### src/rtl/mem_bus_arbiter.sv
// -----------------------------------------------------------------------------
// mem_bus_arbiter
//
// Shares a single memory port between an instruction bus (ibus) and a data bus
// (dbus). One transaction is in flight at a time. The winning requester's
// command is captured when the grant is taken, so later changes on its inputs
// cannot disturb the memory cycle. A wait counter aborts a transaction that
// sees mem_waitrequest high for WAIT_TIMEOUT consecutive cycles. An abort
// returns 32'hDEADBEEF to the owner and sets a sticky timeout_err flag.
//
// Parameters
//   WAIT_TIMEOUT     wait cycles tolerated before a transaction is aborted
//
// Build option
//   ARB_ROUND_ROBIN_EN  when defined, a simultaneous request is granted to the
//                       requester that was not served last. When undefined,
//                       dbus always wins a tie.
//
// Ports
//   clk, rst          clock; synchronous active-high reset
//   ibus_* / dbus_*   requester ports: address, byteenable, read, write,
//                     wrdata in; rddata, stall out
//   mem_*             memory port: address, byteenable, read, write, wrdata
//                     out; rddata, waitrequest in
//   busy              high while a grant is held
//   timeout_err       sticky abort flag, cleared only by rst
// -----------------------------------------------------------------------------
`timescale 1ns/1ps

module mem_bus_arbiter #(
  parameter int WAIT_TIMEOUT = 255
) (
  input  logic        clk,
  input  logic        rst,

  input  logic [31:0] ibus_address,
  input  logic [3:0]  ibus_byteenable,
  input  logic        ibus_read,
  input  logic        ibus_write,
  input  logic [31:0] ibus_wrdata,
  output logic [31:0] ibus_rddata,
  output logic        ibus_stall,

  input  logic [31:0] dbus_address,
  input  logic [3:0]  dbus_byteenable,
  input  logic        dbus_read,
  input  logic        dbus_write,
  input  logic [31:0] dbus_wrdata,
  output logic [31:0] dbus_rddata,
  output logic        dbus_stall,

  output logic [31:0] mem_address,
  output logic [3:0]  mem_byteenable,
  output logic        mem_read,
  output logic        mem_write,
  output logic [31:0] mem_wrdata,
  input  logic [31:0] mem_rddata,
  input  logic        mem_waitrequest,

  output logic        busy,
  output logic        timeout_err
);

  localparam int               CNT_W       = (WAIT_TIMEOUT > 0) ? $clog2(WAIT_TIMEOUT + 1) : 1;
  localparam logic [CNT_W-1:0] TIMEOUT_CNT = CNT_W'(WAIT_TIMEOUT);
  localparam logic [31:0]      ABORT_DATA  = 32'hDEAD_BEEF;

  typedef enum logic [1:0] {
    IDLE    = 2'd0,
    GRANT_I = 2'd1,
    GRANT_D = 2'd2
  } state_t;

  state_t state_q, state_d;

  // ---------------------------------------------------------------------------
  // Requests and arbitration
  // ---------------------------------------------------------------------------
  logic req_i, req_d;
  logic prefer_d;
  logic pick_d;

  assign req_i = ibus_read | ibus_write;
  assign req_d = dbus_read | dbus_write;

`ifdef ARB_ROUND_ROBIN_EN
  // Records which requester finished most recently (1 = dbus). A tie goes to
  // the other one, so with reset value ibus the first tie goes to dbus.
  logic last_d_q;
  assign prefer_d = ~last_d_q;
`else
  assign prefer_d = 1'b1;
`endif

  // dbus wins when it requests alone or when it is preferred on a tie.
  assign pick_d = req_d & (~req_i | prefer_d);

  // ---------------------------------------------------------------------------
  // Grant-cycle qualifiers
  // ---------------------------------------------------------------------------
  logic [CNT_W-1:0] wait_cnt_q;
  logic             own_i, own_d, in_grant;
  logic             abort, done, finish;
  logic             keep_i, keep_d;

  assign own_i    = (state_q == GRANT_I);
  assign own_d    = (state_q == GRANT_D);
  assign in_grant = own_i | own_d;

  // rst masks both completion and abort so a transaction interrupted by reset
  // never reports a result; the stalls then simply follow the requests.
  assign abort  = in_grant & ~rst & (wait_cnt_q == TIMEOUT_CNT);
  assign done   = in_grant & ~rst & ~mem_waitrequest & ~abort;
  assign finish = abort | done;

  // The owner still wants its result only while it keeps requesting; if it
  // has dropped the request the memory cycle runs to the end and is discarded.
  assign keep_i = own_i & req_i;
  assign keep_d = own_d & req_d;

  // ---------------------------------------------------------------------------
  // FSM
  // ---------------------------------------------------------------------------
  // NOTE: every signal written in an always_comb gets a default on the first
  // line, so no path can leave it unassigned and infer a latch.
  always_comb begin
    state_d = state_q;
    unique case (state_q)
      IDLE: begin
        if (pick_d)     state_d = GRANT_D;
        else if (req_i) state_d = GRANT_I;
      end
      GRANT_I, GRANT_D: begin
        if (finish) state_d = IDLE;
      end
      default: state_d = IDLE;
    endcase
  end

  // NOTE: reset is synchronous, so rst is tested inside the clocked block and
  // clk is the only event in the sensitivity list.
  always_ff @(posedge clk) begin
    if (rst) begin
      state_q <= IDLE;
    end else begin
      // NOTE: clocked state uses non-blocking assignment so every register
      // samples pre-edge values regardless of statement order.
      state_q <= state_d;
    end
  end

  // ---------------------------------------------------------------------------
  // Command capture: the winner's fields are latched on the IDLE->GRANT edge
  // and drive the memory port for the whole grant. They keep their value in
  // IDLE, which is why mem_address/byteenable/wrdata hold between grants.
  // ---------------------------------------------------------------------------
  logic [31:0] sel_address, sel_wrdata;
  logic [3:0]  sel_byteenable;
  logic        sel_read, sel_write;
  logic        load;

  assign sel_address    = pick_d ? dbus_address    : ibus_address;
  assign sel_byteenable = pick_d ? dbus_byteenable : ibus_byteenable;
  assign sel_wrdata     = pick_d ? dbus_wrdata     : ibus_wrdata;
  assign sel_read       = pick_d ? dbus_read       : ibus_read;
  assign sel_write      = pick_d ? dbus_write      : ibus_write;

  assign load = (state_q == IDLE) & (req_i | req_d);

  logic [31:0] addr_q, wrdata_q;
  logic [3:0]  be_q;
  logic        rd_q, wr_q;

  always_ff @(posedge clk) begin
    if (rst) begin
      addr_q   <= '0;
      be_q     <= '0;
      wrdata_q <= '0;
      rd_q     <= 1'b0;
      wr_q     <= 1'b0;
    end else if (load) begin
      addr_q   <= sel_address;
      be_q     <= sel_byteenable;
      wrdata_q <= sel_wrdata;
      // Read and write together is treated as a write.
      rd_q     <= sel_read & ~sel_write;
      wr_q     <= sel_write;
    end
  end

  // ---------------------------------------------------------------------------
  // Wait counter: zero in IDLE, so it is clear on every grant entry. It stops
  // at TIMEOUT_CNT; the abort that follows returns the FSM to IDLE.
  // ---------------------------------------------------------------------------
  always_ff @(posedge clk) begin
    if (rst || !in_grant) begin
      wait_cnt_q <= '0;
    end else if (mem_waitrequest && !abort) begin
      wait_cnt_q <= wait_cnt_q + CNT_W'(1);
    end
  end

  // ---------------------------------------------------------------------------
  // Read data holding registers and status
  // ---------------------------------------------------------------------------
  logic [31:0] rddata_i_q, rddata_d_q;
  logic        err_q;

  always_ff @(posedge clk) begin
    if (rst) begin
      rddata_i_q <= '0;
      rddata_d_q <= '0;
      err_q      <= 1'b0;
    end else begin
      if (keep_i && done)       rddata_i_q <= mem_rddata;
      else if (keep_i && abort) rddata_i_q <= ABORT_DATA;

      if (keep_d && done)       rddata_d_q <= mem_rddata;
      else if (keep_d && abort) rddata_d_q <= ABORT_DATA;

      if (abort) err_q <= 1'b1;
    end
  end

`ifdef ARB_ROUND_ROBIN_EN
  always_ff @(posedge clk) begin
    if (rst) begin
      last_d_q <= 1'b0;
    end else if (finish) begin
      last_d_q <= own_d;
    end
  end
`endif

  // ---------------------------------------------------------------------------
  // Outputs
  // ---------------------------------------------------------------------------
  // In the completion/abort cycle the result passes straight through; at all
  // other times the last delivered value is held.
  assign ibus_rddata = (keep_i & done)  ? mem_rddata :
                       (keep_i & abort) ? ABORT_DATA : rddata_i_q;
  assign dbus_rddata = (keep_d & done)  ? mem_rddata :
                       (keep_d & abort) ? ABORT_DATA : rddata_d_q;

  // A requester is released only in its own completion or abort cycle.
  assign ibus_stall = req_i & ~(own_i & finish);
  assign dbus_stall = req_d & ~(own_d & finish);

  assign mem_address    = addr_q;
  assign mem_byteenable = be_q;
  assign mem_wrdata     = wrdata_q;
  assign mem_read       = in_grant & rd_q;
  assign mem_write      = in_grant & wr_q;

  assign busy        = in_grant;
  // Visible already in the abort cycle, then held by err_q until reset.
  assign timeout_err = err_q | abort;

endmodule

### config.mk
export PLATFORM = sky130hd
export DESIGN_NAME = mem_bus_arbiter
export DESIGN_NICKNAME = d
export VERILOG_FILES = /design/src/rtl/mem_bus_arbiter.sv
export SDC_FILE = /design/constraint.sdc
export NUM_CORES = 1
export LEC_CHECK = 0
export ABC_AREA = 1
export ABC_CLOCK_PERIOD_IN_PS = 4800
export CAP_MARGIN = 40
export CORE_MARGIN = 5
export CORE_UTILIZATION = 44
export DETAILED_ROUTE_END_ITERATION = 10
export PLACE_DENSITY = 0.87
export SLEW_MARGIN = 20
export SYNTH_ARGS = -nofsm -noshare
export SYNTH_HDL_FRONTEND = slang
export SYNTH_SLANG_ARGS = --single-unit
### constraint.sdc
create_clock -name clk -period 4.8 [get_ports clk]
set_clock_uncertainty 0.05 [all_clocks]
set_input_delay 0.96 -clock clk [delete_from_list [all_inputs] [get_ports clk]]
set_output_delay 0.96 -clock clk [all_outputs]
set_load 0.005 [all_outputs]
==> impl_summary.log, run 1 <==
[metrics] pre-CTS setup slack: 0.509 ns
[metrics] # rows: 43
[metrics] worst setup margin: 0.449 ns
[metrics] die span in x: 130 µm
[metrics] count leader, synth: sky130_fd_sc_hd__nor2_1
[metrics] kind of start point of the critical path: input pin
[metrics] area of the mapped netlist: 6290 µm²
[metrics] post-route clock period utilization: 90.7%
[metrics] Pre-Repair DR Iteration Count: 4
[metrics] DRC marker count from the first detailed-route iteration: 502
[metrics] Worst-Skew Late Latency: 0.42 ns
[metrics] arrival time reported for the critical path endpoint: 3.34 ns
[metrics] detailed-route via count: 6,939
[metrics] number of nets still failing antenna checks after routing: 0
[metrics] final setup violation count: 0
[metrics] relative max-transition margin: 49.3%
[metrics] placed insts: 1,329
[metrics] placed standard-cell area: 9450 µm²
[metrics] final total power: 3.68 mW
[metrics] category of the critical setup timing path: input pin to primary output
[metrics] Total GRT Usage: 24.5%
[metrics] Sum Neg Setup Slack: 0 ns
[metrics] capturing element of the worst setup path: ibus_rddata[9]
[metrics] clock input transition at the sequential cells of the worst setup and hold paths: 0.06 ns
[metrics] gate count of the mapped netlist: 888
[metrics] Slowest cell on crit path: sky130_fd_sc_hd__clkdlybuf4s50_1
[metrics] Die Footprint: 16,800 µm²
[metrics] wire length of the first global-routing pass: 32,300 µm
[metrics] count of maximum capacitance violations: 0
[metrics] Worst setup EP type: primary output
[metrics] wire per inst: 16.0 µm
[metrics] worst-path maximum fanout: 24
[metrics] Commonest cells post-synth: sky130_fd_sc_hd__nor2_1 (203), sky130_fd_sc_hd__nand2_1 (198), sky130_fd_sc_hd__dfxtp_1 (145), sky130_fd_sc_hd__o21ai_0 (112), sky130_fd_sc_hd__a31oi_1 (68)
[metrics] area added between synthesis and finish: 60.1%
[metrics] Final HPWL DP: 15,700 µm
[metrics] buffer cell driving the clock tree root: sky130_fd_sc_hd__clkbuf_16
[metrics] synthesized net count: 1,067
[metrics] Hold Violations, Final: 0
[metrics] DRC violation count after routing: 0
[metrics] detailed-route vias per instance: 5.10
[metrics] count of final max-slew check failures: 0
[metrics] share of the synthesized area in the top cell type: 46.2%
[metrics] initial core utilization: 45.1%
[metrics] Final Cell Area: 10,100 µm²
[metrics] number of register bits inferred by synthesis: 145
[metrics] antenna diode count: 0
[metrics] top post-synthesis cells by area: sky130_fd_sc_hd__dfxtp_1 (46%), sky130_fd_sc_hd__nor2_1 (12%), sky130_fd_sc_hd__nand2_1 (12%)
[metrics] H-Tree Depth: 4
[metrics] list of cells traversed by the critical path: clkdlybuf4s50_1, inv_2, nand2_4, nor2_4, inv_2, nand2_4, nand2_4, inv_4, nor2_1, nor2_1, clkdlybuf4s50_1
[metrics] buffers inserted during post-CTS setup optimization: 0
[metrics] dominant synthesized flop cell: sky130_fd_sc_hd__dfxtp_1
[metrics] worst min-delay path category: register to register
[metrics] largest net degree at the start of global routing: 83
[metrics] mean cell area of the mapped netlist: 7.08 µm²
[metrics] area of the multi-input gates: 3010 µm²
[metrics] worst vdd rail ir drop: 0.000215 V
[metrics] capture point of the worst reg-to-reg path: rddata_i_q[2]$_SDFFE_PP0P_
[metrics] f_max: 0.230 GHz
[metrics] number of clock buffers inserted by TritonCTS: 17
[metrics] number of input and output port buffers inserted: 312
[metrics] remaining global-route overflow: 0
[metrics] Tmin final: 4.35 ns
[metrics] setup repair after global routing missed its margin: false
[metrics] routed wire length: 21,700 µm
[metrics] reg-to-reg setup timing slack: 2.49 ns
[metrics] via count of the first global-routing pass: 6,345
[metrics] fraction of layout instances using a drive strength above 1: 4.83%
[metrics] Worst Hold Launch: err_q$_SDFFE_PP0P_
[metrics] sequential cell area: 2900 µm²
[metrics] static leakage: 4.08 nW
[metrics] CTS max path bufs: 2
[metrics] total number of nets in the final design: 1,347
[metrics] WP data required: 3.79 ns
[metrics] library cells used by synthesis: 26
[metrics] proportion of synthesized flip-flops having asynchronous set or reset: 0%
[metrics] part of the Yosys area used for sequential elements: 46.2%
[metrics] Critical Path Most Common Cell: sky130_fd_sc_hd__nand2_4
[metrics] Layout Cells excl Fill: 1,361
[metrics] power density of the placed cells: 366 nW/µm²
[metrics] TritonCTS clock tree: done
[metrics] number of gates resized after cts: 0
[metrics] outcome: finished, final reports clean
[metrics] ports placed on the boundary: 313
[metrics] library cell with the largest summed area after synthesis: sky130_fd_sc_hd__dfxtp_1
[metrics] worst slew pin tran: 0.760 ns
[metrics] count of warnings emitted by yosys: 0
[metrics] y dimension of the die: 130 µm
[metrics] number of flops mapped to enable cells by yosys: 0
[metrics] gpl congestion: 0.888
[metrics] Worst Reg-to-Reg Cells: 10
[metrics] crit-path max cell delay: 0.54 ns
[metrics] hold buffers post-CTS: 0
[metrics] number of antenna violations at the first check in global routing: 0
[metrics] Worst R2R Start: state_q[0]$_SDFFE_PP0P_
[metrics] first element of the critical path: rst
[metrics] total number of clock tree sinks: 145
[metrics] Cells on Worst Hold Path: 2
[metrics] count of filler cells inserted in the layout: 1,092
[metrics] core area: 13,900 µm²
-- critical path: cells and delay by family --
| family | cells | cell delay, ns |
|---|---|---|
| simple gates | 6 | 0.90 |
| buf+inv | 5 | 1.47 |
-- state kept, by name, summed over array words and instances, names as in the netlist --
name and count:
rd_q 1, err_q 1, rddata_d_q 32, mem_byteenable 4, state_q 2, wait_cnt_q 8, rddata_i_q 32, mem_wrdata 32
wr_q 1, mem_address 32
-- through the flow --
stage                     util [%]  hold WS (ns)
after floorplan                  -         0.386
after global placement        67.6         0.395
after detailed placement      67.8         0.402
after CTS                     72.2         0.412
after global routing          72.2         0.429
final                         72.2         0.410
-- final cells by class --
type	instances	area share, %
multi-input cells	660	29.9
repair buffers	322	32.1
well taps	180	2.24
clock inverters	11	1.60
flip-flops and latches	145	28.8
inverters	22	0.883
clock buffers	21	4.48
-- layer usage --
layer	vias to the layer above	wire, µm	track usage, %
li1	3504	-	-
met1	3064	8100	26.9
met2	312	10400	41.6
met3	59	2200	9.23
met4	0	979	12.6
met5	-	0	0
-- worst min path at each step --
stage	to	slack [ns]
2_1_floorplan	err_q$_SDFFE_PP0P_	0.39
6_report	err_q$_SDFFE_PP0P_	0.41
3_3_place_gp	err_q$_SDFFE_PP0P_	0.40
4_1_cts	err_q$_SDFFE_PP0P_	0.41
5_1_grt	rddata_d_q[14]$_SDFFE_PP0P_	0.43
3_5_place_dp	err_q$_SDFFE_PP0P_	0.40
-- cells by family after synthesis --
family | synth area share, %
adders and majority gates | 0.796
xor gates and xnor gates | 0.557
buffers and inverters | 6.15
DFF | 46.2
AOI/OAI and AO/OA | 18.5
and+or+nand+nor | 27.8
-- power breakdown --
group	internal (mW)	switching, mW	total (mW)
registers	1.34	0.0649	1.41
clock network	0.879	0.495	1.37
logic	0.484	0.417	0.901
-- cells in the final DEF (no fill, tap or decap), types with 3 or more instances in the layout --
| master | instances |
|---|---|
| sky130_fd_sc_hd__nor2_4 | 3 |
| sky130_fd_sc_hd__clkbuf_16 | 17 |
| sky130_fd_sc_hd__o21ai_1 | 8 |
| sky130_fd_sc_hd__dfxtp_1 | 145 |
| sky130_fd_sc_hd__bufinv_16 | 4 |
| sky130_fd_sc_hd__nand3_1 | 8 |
| sky130_fd_sc_hd__nand4_1 | 17 |
| sky130_fd_sc_hd__clkinv_2 | 6 |
| sky130_fd_sc_hd__clkbuf_1 | 3 |
| sky130_fd_sc_hd__nand2_1 | 198 |
| sky130_fd_sc_hd__buf_4 | 8 |
| sky130_fd_sc_hd__inv_2 | 5 |
| sky130_fd_sc_hd__clkdlybuf4s50_1 | 312 |
| sky130_fd_sc_hd__a21oi_1 | 28 |
| sky130_fd_sc_hd__a31oi_1 | 68 |
| sky130_fd_sc_hd__nor2_1 | 202 |
| sky130_fd_sc_hd__nand2_4 | 4 |
| sky130_fd_sc_hd__ha_1 | 4 |
| sky130_fd_sc_hd__o21ai_0 | 112 |
| sky130_fd_sc_hd__inv_1 | 14 |
No activity file was read; power rests on OpenSTA's default activity.
==> run 2: changes to the inputs <==
CORE_ASPECT_RATIO = 0.9   (was default)
GPL_ROUTABILITY_DRIVEN = 0   (was default)
==> impl_summary.log, run 2 (synthesized netlist as in run 1, its figures left out) <==
[metrics] outcome: finished, final reports clean
[metrics] buffer cell driving the clock tree root: sky130_fd_sc_hd__clkbuf_16
[metrics] switching pwr: 1.00 mW (+2.5%)
[metrics] part of the power in the clock network: 37.6% (+0.3 points)
[metrics] worst min-delay path category: register to register
[metrics] via count of the first global-routing pass: 6,629 (+4.5%)
[metrics] Sum Neg Setup Slack: 0 ns (unchanged)
[metrics] crit-path max cell delay: 0.53 ns (about the same)
[metrics] number of gates resized after cts: 0 (unchanged)
[metrics] worst setup margin: 0.470 ns (+0.0214 ns)
[metrics] TritonCTS clock tree: done
[metrics] # rows: 41 (-4.7%)
[metrics] buffers inserted during post-CTS setup optimization: 0 (unchanged)
[metrics] DRC marker count from the first detailed-route iteration: 447 (-11%)
[metrics] total number of clock tree sinks: 145 (unchanged)
[metrics] y dimension of the die: 123 µm (-4.7%)
[metrics] Worst-Skew Late Latency: 0.41 ns (about the same)
[metrics] top library cells by usage in the layout, fill and taps aside: sky130_fd_sc_hd__clkdlybuf4s50_1 (312), sky130_fd_sc_hd__nor2_1 (202), sky130_fd_sc_hd__nand2_1 (198), sky130_fd_sc_hd__dfxtp_1 (145), sky130_fd_sc_hd__o21ai_0 (112)
[metrics] relative max-transition margin: 47.8% (-1.5 points)
[metrics] ports placed on the boundary: 313 (unchanged)
[metrics] largest net degree at the start of global routing: 103 (+24%)
[metrics] H-Tree Depth: 4 (unchanged)
[metrics] detailed-route vias per instance: 5.09 (-0.19%)
[metrics] register share of total power: 38.2% (about the same)
[metrics] family with the most delay on the worst path: buffers and inverters
[metrics] routed wire length: 21,800 µm (+0.24%)
[metrics] pre-CTS setup slack: 0.520 ns (+0.0112 ns)
[metrics] number of clock buffers inserted by TritonCTS: 17 (unchanged)
[metrics] number of nets still failing antenna checks after routing: 0 (unchanged)
[metrics] Final HPWL DP: 15,500 µm (-1.6%)
[metrics] hold buffers post-CTS: 0 (unchanged)
[metrics] CTS max path bufs: 2 (unchanged)
[metrics] category of the critical setup timing path: input pin to primary output
[metrics] setup repair after global routing missed its margin: false
[metrics] remaining global-route overflow: 0 (unchanged)
[metrics] Critical Path Most Common Cell: sky130_fd_sc_hd__nand2_4
[metrics] most frequent standard cell in the layout excluding fill and tap cells: sky130_fd_sc_hd__clkdlybuf4s50_1
[metrics] power density of the placed cells: 366 nW/µm² (about the same)
[metrics] worst-path maximum fanout: 24 (unchanged)
[metrics] wire length of the first global-routing pass: 33,000 µm (+2.2%)
[metrics] placed standard-cell area: 9460 µm² (about the same)
[metrics] arrival time reported for the critical path endpoint: 3.32 ns (-0.02 ns)
[metrics] count of maximum capacitance violations: 0 (unchanged)
[metrics] detailed-route via count: 6,997 (+0.84%)
[metrics] Worst setup EP type: primary output
[metrics] Die Footprint: 16,800 µm² (about the same)
[metrics] combinational share of power: 24.2% (-0.3 points)
[metrics] die span in x: 136 µm (+5.0%)
[metrics] static leakage: 4.07 nW (-0.39%)
[metrics] wire per inst: 15.8 µm (-0.78%)
[metrics] number of buffers and inverters on the critical path: 5 (unchanged)
[metrics] count of final max-slew check failures: 0 (unchanged)
[metrics] initial core utilization: 44.9% (-0.23 points)
[metrics] count of filler cells inserted in the layout: 1,065 (-2.5%)
[metrics] DRC violation count after routing: 0 (unchanged)
[metrics] fraction of layout instances using a drive strength above 1: 5.00% (+0.17 points)
[metrics] total number of nets in the final design: 1,347 (unchanged)
[metrics] Final Cell Area: 10,100 µm² (+0.19%)
[metrics] WP data required: 3.79 ns (about the same)
[metrics] Pre-Repair DR Iteration Count: 4 (unchanged)
[metrics] final setup violation count: 0 (unchanged)
[metrics] clock input transition at the sequential cells of the worst setup and hold paths: 0.06 ns (about the same)
[metrics] f_max: 0.231 GHz (+0.50%)
[metrics] area added between synthesis and finish: 60.4%
[metrics] Tmin final: 4.33 ns (-0.0214 ns)
[metrics] number of antenna violations at the first check in global routing: 1 (+1)
[metrics] worst vdd rail ir drop: 0.000237 V (+10%)
[metrics] core area: 14,000 µm² (+0.50%)
[metrics] kind of start point of the critical path: input pin
[metrics] Internal Power: 2.69 mW (-0.57%)
[metrics] number of input and output port buffers inserted: 312 (unchanged)
[metrics] list of cells traversed by the critical path: clkdlybuf4s50_1, inv_2, nand2_4, nor2_4, inv_2, nand2_4, nand2_4, inv_4, nor2_1, nor2_1, clkdlybuf4s50_1
[metrics] Net Sw Frac: 27.1% (+0.60 points)
[metrics] Slowest cell on crit path: sky130_fd_sc_hd__clkdlybuf4s50_1
[metrics] Total GRT Usage: 25.0% (+0.42 points)
[metrics] post-route clock period utilization: 90.2% (-0.45 points)
[metrics] worst slew pin tran: 0.783 ns (+0.0234 ns)
[metrics] Hold Violations, Final: 0 (unchanged)
run 2: changes by cell type in the layout (fill, tap and decap cells not counted), sizes merged:
cell,previous run,this run
diode,0,1
clkbuf,21,18
clkinv,7,6
clkinvlp,1,5
run 2: worst min-delay path, cell delays in order, from the launching register on:
cell and delay [ns]:
sky130_fd_sc_hd__dfxtp_1 0.30, sky130_fd_sc_hd__inv_1 0.06, sky130_fd_sc_hd__a21oi_1 0.06
run 2: metrics by stage:
stage	hold WS [ns]	std cells	util [%]	total power, mW
4_1_cts	0.412	1374	72.0	3.71
5_1_grt	0.431	1375	72.0	3.85
3_5_place_dp	0.405	1342	67.6	2.33
2_1_floorplan	0.386	888	-	1.78
3_3_place_gp	0.397	1341	67.4	2.31
6_report	0.412	1375	72.0	3.69
run 2: layout make-up:
type / instances / area (µm²) / area share, %
diodes: 1 / 2.50 / 0.0248
clock buffers: 18 / 429 / 4.26
clock inverters: 14 / 190 / 1.89
inverters: 22 / 88.8 / 0.881
multi-input cells: 660 / 3010 / 29.8
flip-flops and latches: 145 / 2900 / 28.8
well taps: 193 / 241 / 2.39
repair buffers: 322 / 3220 / 32.0
run 2: path summary, 6_finish.rpt:
path                                         startpoint                           to  slack [ns]  cells past startpoint
worst max-delay path                                rst              ibus_rddata[11]        0.47                     11
worst min-delay path                 err_q$_SDFFE_PP0P_           err_q$_SDFFE_PP0P_        0.41                      2
worst max register to register  state_q[0]$_SDFFE_PP0P_  rddata_i_q[28]$_SDFFE_PP0P_        2.50                     10
worst min register to register       err_q$_SDFFE_PP0P_           err_q$_SDFFE_PP0P_        0.41                      2
run 2: metal layers:
metal / track usage, % / share of wire, % / up-vias
li1: - / - / 3511
met1: 26.9 / 37 / 3146
met2: 43.5 / 49 / 296
met3: 9.85 / 9.7 / 44
met4: 10.7 / 3.7 / 0
met5: 0.309 / 0 / -
run 2: power groups by stage:
stage / combinational (mW) / sequential, mW / clock, mW
floorplan: 0.341 / 1.44 / 0
global placement: 0.882 / 1.42 / 0
detailed placement: 0.894 / 1.43 / 0
CTS: 0.901 / 1.41 / 1.40
global route: 0.971 / 1.42 / 1.45
finish: 0.894 / 1.41 / 1.39
==> run 3: changes to the inputs <==
CAP_MARGIN = default   (was 40)
==> impl_summary.log, run 3 (synthesized netlist as in run 1, its figures left out) <==
[metrics] Worst R2R Start: state_q[0]$_SDFFE_PP0P_
[metrics] largest net degree at the start of global routing: 118 (+15%)
[metrics] Worst-Skew Late Latency: 0.41 ns (about the same)
[metrics] number of antenna violations at the first check in global routing: 2 (+1)
[metrics] Die Footprint: 16,800 µm² (unchanged)
[metrics] buffer cell driving the clock tree root: sky130_fd_sc_hd__clkbuf_16
[metrics] Worst Hold Launch: err_q$_SDFFE_PP0P_
[metrics] DRC violation count after routing: 0 (unchanged)
[metrics] most frequent standard cell in the layout excluding fill and tap cells: sky130_fd_sc_hd__clkdlybuf4s50_1
[metrics] reg-to-reg setup timing slack: 2.38 ns (-0.12 ns)
[metrics] detailed-route via count: 7,025 (+0.40%)
[metrics] # rows: 41 (unchanged)
[metrics] initial core utilization: 44.9% (unchanged)
[metrics] die span in x: 136 µm (unchanged)
[metrics] count of maximum capacitance violations: 0 (unchanged)
[metrics] TritonCTS clock tree: done
[metrics] Final Cell Area: 10,100 µm² (-0.31%)
[metrics] routed wire length: 21,900 µm (+0.35%)
[metrics] via count of the first global-routing pass: 6,523 (-1.6%)
[metrics] hold_ws: 0.416 ns (+0.00410 ns)
[metrics] static leakage: 4.06 nW (-0.21%)
[metrics] kind of start point of the critical path: input pin
[metrics] Hold Violations, Final: 0 (unchanged)
[metrics] relative max-transition margin: 29.8% (-18 points)
[metrics] Sum Neg Setup Slack: 0 ns (unchanged)
[metrics] worst setup margin: 0.502 ns (+0.0313 ns)
[metrics] hold-critical path endpoint: err_q$_SDFFE_PP0P_
[metrics] outcome: finished, final reports clean
[metrics] Layout Cells excl Fill: 1,375 (unchanged)
[metrics] number of nets still failing antenna checks after routing: 0 (unchanged)
[metrics] remaining global-route overflow: 0 (unchanged)
[metrics] pre-CTS setup slack: 0.528 ns (+0.00732 ns)
[metrics] fraction of layout instances using a drive strength above 1: 4.92% (-0.081 points)
[metrics] category of the critical setup timing path: input pin to primary output
[metrics] final setup violation count: 0 (unchanged)
[metrics] y dimension of the die: 123 µm (unchanged)
[metrics] core area: 14,000 µm² (unchanged)
[metrics] ports placed on the boundary: 313 (unchanged)
[metrics] sequential cell area: 2900 µm² (unchanged)
[metrics] top library cells by usage in the layout, fill and taps aside: sky130_fd_sc_hd__clkdlybuf4s50_1 (312), sky130_fd_sc_hd__nor2_1 (202), sky130_fd_sc_hd__nand2_1 (198), sky130_fd_sc_hd__dfxtp_1 (145), sky130_fd_sc_hd__o21ai_0 (112)
[metrics] Worst Reg-to-Reg Cells: 9 (-1)
[metrics] worst slew pin tran: 1.05 ns (+0.269 ns)
[metrics] Worst setup EP type: primary output
[metrics] clock input transition at the sequential cells of the worst setup and hold paths: 0.05 ns (about the same)
[metrics] number of input and output port buffers inserted: 312 (unchanged)
[metrics] arrival time reported for the critical path endpoint: 3.29 ns (-0.03 ns)
[metrics] Final HPWL DP: 15,400 µm (-0.71%)
[metrics] post-route clock period utilization: 89.6% (-0.65 points)
[metrics] placed insts: 1,341 (-0.075%)
[metrics] Pre-Repair DR Iteration Count: 5 (+1)
[metrics] wire per inst: 15.9 µm (+0.35%)
[metrics] wire length of the first global-routing pass: 32,700 µm (-1.0%)
[metrics] capture point of the worst reg-to-reg path: rddata_d_q[15]$_SDFFE_PP0P_
[metrics] number of gates resized after cts: 0 (unchanged)
[metrics] Total GRT Usage: 24.7% (-0.22 points)
[metrics] worst min-delay path category: register to register
[metrics] placed standard-cell area: 9440 µm² (-0.21%)
[metrics] buffers inserted during post-CTS setup optimization: 0 (unchanged)
[metrics] WP data required: 3.79 ns (about the same)
[metrics] Tmin final: 4.30 ns (-0.0313 ns)
[metrics] worst-path maximum fanout: 24 (unchanged)
[metrics] count of filler cells inserted in the layout: 1,081 (+1.5%)
[metrics] CTS max path bufs: 2 (unchanged)
[metrics] final total power: 3.65 mW (-1.2%)
[metrics] number of clock buffers inserted by TritonCTS: 17 (unchanged)
[metrics] Cells on Worst Hold Path: 2 (unchanged)
[metrics] H-Tree Depth: 4 (unchanged)
[metrics] hold buffers post-CTS: 0 (unchanged)
[metrics] total number of clock tree sinks: 145 (unchanged)
[metrics] total number of nets in the final design: 1,346 (-0.074%)
[metrics] final core utilization: 71.8% (-0.22 points)
[metrics] area of the multi-input gates: 3010 µm² (unchanged)
[metrics] setup repair after global routing missed its margin: false
[metrics] DRC marker count from the first detailed-route iteration: 360 (-19%)
[metrics] count of final max-slew check failures: 0 (unchanged)
[metrics] power density of the placed cells: 363 nW/µm² (-0.92%)
[metrics] area added between synthesis and finish: 59.9%
[metrics] worst vdd rail ir drop: 0.000259 V (+9.3%)
[metrics] f_max: 0.233 GHz (+0.73%)
[metrics] detailed-route vias per instance: 5.11 (+0.40%)
[run 3: cell count changes in the layout (fill, tap and decap cells not counted), sizes merged]
cell,before,now
bufinv,4,3
diode,1,2
clkbuf,18,19
clkinv,6,8
buf,10,9
clkinvlp,5,3
[run 3: report_power, final]
| group | internal [mW] | leakage, nW | switching [mW] |
|---|---|---|---|
| logic | 0.480 | 2.58 | 0.416 |
| clock network | 0.831 | 0.289 | 0.512 |
| registers | 1.34 | 1.19 | 0.0656 |
| total | 2.65 | 4.06 | 0.994 |
[run 3: worst max-delay path by stage]
stage	from	to	slack, ns	depth (start not counted)
after floorplan	rst	ibus_rddata[10]	1.84	10
after CTS	rst	ibus_rddata[11]	0.52	11
after global routing	rst	ibus_rddata[26]	0.32	11
after global placement	rst	ibus_rddata[6]	0.60	11
final	rst	ibus_rddata[11]	0.50	11
after detailed placement	rst	ibus_rddata[11]	0.53	11
[run 3: area by class of cell]
| type | count | area share [%] |
|---|---|---|
| repair buffers | 321 | 31.9 |
| multi-input cells | 660 | 29.9 |
| flip-flops and latches | 145 | 28.9 |
| clock buffers | 19 | 4.41 |
| well taps | 193 | 2.40 |
| clock inverters | 13 | 1.62 |
| inverters | 22 | 0.884 |
| diodes | 2 | 0.0498 |
[run 3: worst max-delay path: stages]
cell	delay (ns)
sky130_fd_sc_hd__clkdlybuf4s50_1	0.44
sky130_fd_sc_hd__inv_2	0.09
sky130_fd_sc_hd__nand2_4	0.08
sky130_fd_sc_hd__nor2_4	0.33
sky130_fd_sc_hd__inv_2	0.10
sky130_fd_sc_hd__nand2_4	0.12
sky130_fd_sc_hd__nand2_4	0.11
sky130_fd_sc_hd__inv_4	0.25
sky130_fd_sc_hd__nor2_1	0.10
sky130_fd_sc_hd__nor2_1	0.15
sky130_fd_sc_hd__clkdlybuf4s50_1	0.53
[run 3: per-layer routing]
metal	share of wire (%)	track usage, %	up-vias
met5	0	0	-
met4	3.8	10.8	0
met3	9.6	10.0	48
met2	49	42.7	310
met1	37	26.8	3158
li1	-	-	3509
